`src/rtl/crypt_sequencer.sv`:
```
// -----------------------------------------------------------------------------
// crypt_sequencer
//
// Multi-cycle sequencer for the crypt instructions (R-type, funct 0x30 encrypt,
// funct 0x31 decrypt) in the single-cycle MIPS core. While a crypt instruction
// sits at PC the core is held with `stall`. The operands are handed to the
// external crypt engine over a start/ready handshake. The sequencer then waits
// a bounded time for the engine's done pulse. The result is presented to the
// RegWriteSrc = 2'b11 writeback path in the single release cycle (WB).
//
// Parameters
//   TIMEOUT_CYCLES : max WAIT cycles before a forced completion (2..65535)
//
// Ports
//   clk          in   core clock, rising edge
//   rst_n        in   asynchronous active-low reset
//   opcode       in   [5:0]  opcode of instruction at PC
//   funct        in   [5:0]  funct field of the same instruction
//   rs_val       in   [31:0] GPRF read port 1 (data)
//   rt_val       in   [31:0] GPRF read port 2 (key)
//   eng_ready    in   engine accepts request while eng_start is high
//   eng_done     in   one-cycle pulse, eng_result valid
//   eng_result   in   [31:0] engine result
//   stall        out  freeze PC, suppress GPRF/memory writes
//   eng_start    out  request valid
//   eng_op       out  0 = encrypt, 1 = decrypt
//   eng_data     out  [31:0] latched rs_val
//   eng_key      out  [31:0] latched rt_val
//   crypt_valid  out  result is written back this cycle
//   crypt_result out  [31:0] result to the writeback mux
//   err_timeout  out  sticky wait-timeout flag, cleared only by reset
// -----------------------------------------------------------------------------
module crypt_sequencer #(
    parameter int unsigned TIMEOUT_CYCLES = 255
) (
    input  logic        clk,
    input  logic        rst_n,
    input  logic [5:0]  opcode,
    input  logic [5:0]  funct,
    input  logic [31:0] rs_val,
    input  logic [31:0] rt_val,
    input  logic        eng_ready,
    input  logic        eng_done,
    input  logic [31:0] eng_result,
    output logic        stall,
    output logic        eng_start,
    output logic        eng_op,
    output logic [31:0] eng_data,
    output logic [31:0] eng_key,
    output logic        crypt_valid,
    output logic [31:0] crypt_result,
    output logic        err_timeout
);

    typedef enum logic [1:0] {
        ST_IDLE  = 2'd0,
        ST_ISSUE = 2'd1,
        ST_WAIT  = 2'd2,
        ST_WB    = 2'd3
    } state_t;

    // Last legal counter value in WAIT; reaching it without eng_done forces WB.
    localparam logic [15:0] CNT_LAST = 16'(TIMEOUT_CYCLES - 1);

    state_t      state_q;
    logic [15:0] wait_cnt_q;
    logic        eng_start_q;
    logic        eng_op_q;
    logic [31:0] eng_data_q;
    logic [31:0] eng_key_q;
    logic        crypt_valid_q;
    logic [31:0] crypt_result_q;
    logic        err_timeout_q;

    logic        is_crypt;

    assign is_crypt = (opcode == 6'h00) && ((funct == 6'h30) || (funct == 6'h31));

    always_ff @(posedge clk or negedge rst_n) begin
        if (!rst_n) begin
            state_q        <= ST_IDLE;
            wait_cnt_q     <= 16'd0;
            eng_start_q    <= 1'b0;
            eng_op_q       <= 1'b0;
            eng_data_q     <= 32'd0;
            eng_key_q      <= 32'd0;
            crypt_valid_q  <= 1'b0;
            crypt_result_q <= 32'd0;
            err_timeout_q  <= 1'b0;
        end else begin
            // crypt_valid is a one-cycle pulse that coincides with the WB state.
            crypt_valid_q <= 1'b0;
            case (state_q)
                ST_IDLE: begin
                    if (is_crypt) begin
                        eng_data_q  <= rs_val;
                        eng_key_q   <= rt_val;
                        eng_op_q    <= funct[0];
                        eng_start_q <= 1'b1;
                        state_q     <= ST_ISSUE;
                    end
                end
                ST_ISSUE: begin
                    // eng_done is deliberately ignored until the request is accepted.
                    if (eng_ready) begin
                        eng_start_q <= 1'b0;
                        wait_cnt_q  <= 16'd0;
                        state_q     <= ST_WAIT;
                    end
                end
                ST_WAIT: begin
                    // A done pulse on the final wait cycle takes priority over the timeout.
                    if (eng_done) begin
                        crypt_result_q <= eng_result;
                        crypt_valid_q  <= 1'b1;
                        state_q        <= ST_WB;
                    end else if (wait_cnt_q == CNT_LAST) begin
                        crypt_result_q <= 32'd0;
                        err_timeout_q  <= 1'b1;
                        crypt_valid_q  <= 1'b1;
                        state_q        <= ST_WB;
                    end else begin
                        wait_cnt_q <= wait_cnt_q + 16'd1;
                    end
                end
                ST_WB: begin
                    state_q <= ST_IDLE;
                end
                default: begin
                    state_q <= ST_IDLE;
                end
            endcase
        end
    end

    // Stall must cover the detection cycle itself, so the IDLE term is combinational.
    // It drops in WB, letting the core commit the writeback and PC+4.
    assign stall = ((state_q == ST_IDLE) && is_crypt)
                 || (state_q == ST_ISSUE)
                 || (state_q == ST_WAIT);

    assign eng_start    = eng_start_q;
    assign eng_op       = eng_op_q;
    assign eng_data     = eng_data_q;
    assign eng_key      = eng_key_q;
    assign crypt_valid  = crypt_valid_q;
    assign crypt_result = crypt_result_q;
    assign err_timeout  = err_timeout_q;

endmodule

```
`config.mk`:
```
export PLATFORM = sky130hd
export DESIGN_NAME = crypt_sequencer
export DESIGN_NICKNAME = d
export VERILOG_FILES = /design/src/rtl/crypt_sequencer.sv
export SDC_FILE = /design/constraint.sdc
export NUM_CORES = 1
export LEC_CHECK = 0
export CAP_MARGIN = 5
export CORE_MARGIN = 1
export CORE_UTILIZATION = 43
export CTS_CLUSTER_SIZE = 40
export DETAILED_ROUTE_END_ITERATION = 7
export GPL_TIMING_DRIVEN = 0
export PLACE_DENSITY = 0.82
export SYNTH_ARGS = -nofsm -noshare
export SYNTH_HDL_FRONTEND = slang
export SYNTH_SLANG_ARGS = --single-unit
```
`constraint.sdc`:
```
create_clock -name clk -period 2.9 [get_ports clk]
set_clock_uncertainty 0.05 [all_clocks]
set_input_delay 0.435 -clock clk [delete_from_list [all_inputs] [get_ports clk]]
set_output_delay 0.435 -clock clk [all_outputs]
set_load 0.01 [all_outputs]
```
# == After elaboration in Yosys (flattened, before gate mapping) ==
# Index checks and enable logic that the tools add are counted.
# classes
addsub,1
n_eq_ne,11
mux,17
bitwise,1
n_reduce_logical,16
# op_table
cell,n
two-way mux 32 bit,2
two-way mux 16 bit,3
one-hot mux 16 bit (2 select lines),1
"adder 16 x 1 -> 16 bit, second input constant",1
"== test 16 x 8 -> 1 bit, second input constant",1
"== test 6 bit, second input constant",2
AND reduction 3 bit,3
two-way mux 2 bit,4
"inequality test 2 bit, second input constant",4
one-hot mux 2 bit (4 select lines),1
zero test 6 bit,1
nonzero test 2 bit,3
two-way mux 1 bit,5
"== test 2 bit, second input constant",2
AND reduction 2 bit,2
AND reduction 4 bit,1
logical OR 1 bit,3
"inequality test 3 bit, second input constant",1
"== test 2 x 1 -> 1 bit, second input constant",1
logical AND 1 bit,2
zero test 2 bit,1
one-hot mux 1 bit (2 select lines),1
NOT 1 bit,1
# totals
reg_bits,118
output_inout_bits,101

# == Depth between registers and ports, before layout ==
# logic_depth
ltp_word,6
depth_mapped,9
depth_no_buf,6

# == Worst setup path after synthesis ==
# Ideal clock, no wire load.
# synth_timing
kind,register -> register
from,register state_q[0]
to,register wait_cnt_q[13]
arrival_ns,1.955
required_time_ns,2.772
setup_slack_ns,0.817
path_stages_with_launch,8
synth_period_minus_slack_ns,2.083
path_cell_list,dfrtp_1 > inv_1 > ha_1 > buf_2 > mux2i_1 > or4_4 > or4_1 > a21boi_1
# synth_via
elab_chain_cells,3
# synth_lines
item,line,source
from (decl),65,state_t state_q;
from (signal assigned),81,state_q <= ST_IDLE;
from (signal assigned),100,state_q <= ST_ISSUE;
from (signal assigned),108,state_q <= ST_WAIT;
== test 2 bit / == test 2 x 1 -> 1 bit (equally long branches),93,case (state_q)
inequality test 2 bit (no source line) / nonzero test 2 bit (equally long branches),-,
AND reduction 4 bit (no source line),-,
to (signal assigned),123,wait_cnt_q <= wait_cnt_q + 16'd1;
to (decl),66,logic [15:0] wait_cnt_q;
# Several ways; a longest one is shown, not always the timed one.
# A chain may end at the register's enable or synchronous reset.

# == Final worst setup path ==
# layout_timing
from,input opcode[1]
to,output stall
# layout_via
elab_chain_cells,5
# layout_lines
item,line,source
from (decl),38,"input logic [5:0] opcode,"
zero test 6 bit,77,assign is_crypt = (opcode == 6'h00) && ((funct == 6'h30) || (funct == 6'h31));
logical AND 1 bit,77,
logical AND 1 bit,138,assign stall = ((state_q == ST_IDLE) && is_crypt)
logical OR 1 bit,139,|| (state_q == ST_ISSUE)
logical OR 1 bit,140,|| (state_q == ST_WAIT);
to (decl),45,"output logic stall,"
# Every way passes these cells.

==> reports/results.tsv <==
metric	value	unit
outcome	completed	
final worst path period share	96.4	%
clk buf depth	2	
RSZ-0062 raised after global routing	no	
DP Area	7390	sq um
clk slew on worst S/H paths	0.05	ns
WL/cell	16.6	microns
GR Overflow Total	0	
dpl hpwl	10100	microns
Async S/R FF share, synth	100	%
router iterations before antenna repair	4	
vias in the first global route	4364	
fmax	0.358	GHz
first-pass GRT wire length	22500	microns
worst slew pin tran	0.580	ns
Max-cap violations	0	
clock latency at the later pin of the worst-skew pair	0.40	ns
post-synthesis cell area	5060	sq um
I/O pin total	213	
Cell Count, Final, Fillers Out	821	
worst min path class	flop to flop	
# setup viols final	0	
CTS Buf Count	17	
Routed Antenna Nets	0	
Mapped Cells	432	
total power	0.00585	W
H-tree depth	4	
pre-CTS setup slack	-0.605	ns
final WL	13700	microns
Yosys top cell area share	58.3	%
Die ar.	12200	sq um
area leader, netlist	dfrtp_1	
die width	111	microns
CP Data Required Time	2.41	ns
VDD IR max	0.502	mV
Arrival @ worst endpoint	2.31	ns
CTS tree	yes	
Worst Setup End Kind	primary output	
ANT cells	0	
pwr/cell area	730	nW/um^2
largest cells by area after synthesis	dfrtp_1, mux2_2, nand2_1	
Avg Inst Size Synth	11.7	sq um
# fillers	808	
Iteration-0 DRC Markers	280	
dpl cells	788	
Placer Congestion	0.888	
WHS	0.409	ns
#FFs+latches synth	118	
share of cells above drive strength 1	16.8	%
GRT Total Usage	23.5	%
port bufs	212	
largest net degree at the start of global routing	77	
core area	11500	sq um
Row Count	39	
nets@finish	783	
DRC	0	
max_slew headroom	60.8	%
antenna violations before repair	0	
syn_nets	550	
Syn-to-layout area delta	58.2	%
worst setup path class	input port to primary output	
synth warn	0	
Final Cell Area	8010	sq um
Die Y	111	microns
ys flop type	dfrtp_1	
post-synth cell types	47	
routed vias	4226	
post-route minimum period	2.80	ns
register area share after synthesis	58.3	%
Post-synth EDFFs	0	
Pins Over Slew Limit	0	
initial core utilization	44.2	%
vias per inst	5.15	
top-count cell post-synth	dfrtp_1	
P_leak	3.56	nW
critical path startpoint category	input port	
most frequent cells after synthesis	dfrtp_1, nand2_1, mux2_2	
worst setup margin	0.104	ns
final hold violation count	0	
root buf cell	clkbuf_16	
Sink Count	118	
CP max FO	19	
sequential cells by signal, summed over array words and instances, names as in the netlist:
name	flops
eng_key	32
wait_cnt_q	16
eng_op	1
err_timeout	1
crypt_valid	1
state_q	2
eng_start	1
eng_data	32
crypt_result	32
power breakdown:
part | total, W | leakage, nW | internal, W | switching (W)
clock | 0.00201 | 0.272 | 0.00128 | 0.000731
combinational | 0.00167 | 1.69 | 0.000841 | 0.000829
sequential | 0.00217 | 1.59 | 0.00194 | 0.000225
final cells by class:
class	count	area [sq um]	share of cell area [%]
plain buffers	26	118	1.47
clock buffers	20	447	5.58
clock inverters	12	128	1.59
inverters	8	30.0	0.375
multi-input cells	279	1990	24.8
flip-flops and latches	118	2950	36.9
well taps	143	179	2.23
repair buffers	215	2170	27.1
kinds of logic (layout without fill, tap and decap cells):
family                     Yosys count  count (layout)  synth area share, %
AOI/OAI and AO/OA                   71              71                 9.29
DFF                                118             118                 58.3
muxes                               67              67                 14.9
and+or+nand+nor                    135             135                 13.2
buffers and inverters               35             281                 2.87
adders and majority gates            6               6                 1.48
worst max-delay path: stages:
cell and delay [ns]:
clkdlybuf4s50_1 0.45, nor4_4 0.37, nand4_1 0.20, buf_6 0.22, nand2_1 0.08, clkdlybuf4s50_1 0.54
routing by layer:
| metal | wire, microns | up-vias | track usage (%) |
|---|---|---|---|
| met4 | 142 | 0 | 7.11 |
| met2 | 7210 | 143 | 40.9 |
| li1 | - | 2007 | - |
| met3 | 684 | 12 | 6.64 |
| met5 | 0 | - | 0 |
| met1 | 5620 | 2064 | 28.1 |
cells in the final DEF, fill, tap and decap left out, types with 5 or more instances in the layout:
cell and instances:
and4_1 5, buf_1 5, clkbuf_1 16, clkbuf_16 17
clkdlybuf4s50_1 211, dfrtp_1 118, ha_1 6, inv_1 8
mux2_2 66, nand2_1 84, nand3_1 7, o211ai_1 9
o21ai_0 34, or3_1 7
path summary, 6_finish.rpt:
path                               endpoint  depth (start not counted)   startpoint  slack [ns]
max                                   stall                          6    opcode[1]        0.10
min                             err_timeout                          1  err_timeout        0.41
max reg2reg                   wait_cnt_q[1]                          9   state_q[0]        0.50
min reg2reg                     err_timeout                          1  err_timeout        0.41
max in group asynchronous  crypt_result[22]                          3        rst_n        1.64
min in group asynchronous       eng_key[27]                          2        rst_n        0.46
through the flow:
stage	utilization [%]	TNS (ns)
4_1_cts	69.8	0
5_1_grt	69.8	0
6_report	69.8	0
3_5_place_dp	64.5	-0.605
2_1_floorplan	-	0
3_3_place_gp	64.2	-365.46
timing repair:
| item | 4_1_cts | 5_1_grt |
|---|---|---|
| setup endpoints to repair | 1 | 1 |
| gates resized for setup | 4 | 1 |
| pin swaps | 1 | 0 |
| endpoints found under the hold margin | 42 | 0 |
| hold buffers | 1 | 0 |
| setup buffers | 1 | 0 |
No activity file was read; power rests on OpenSTA's default activity.
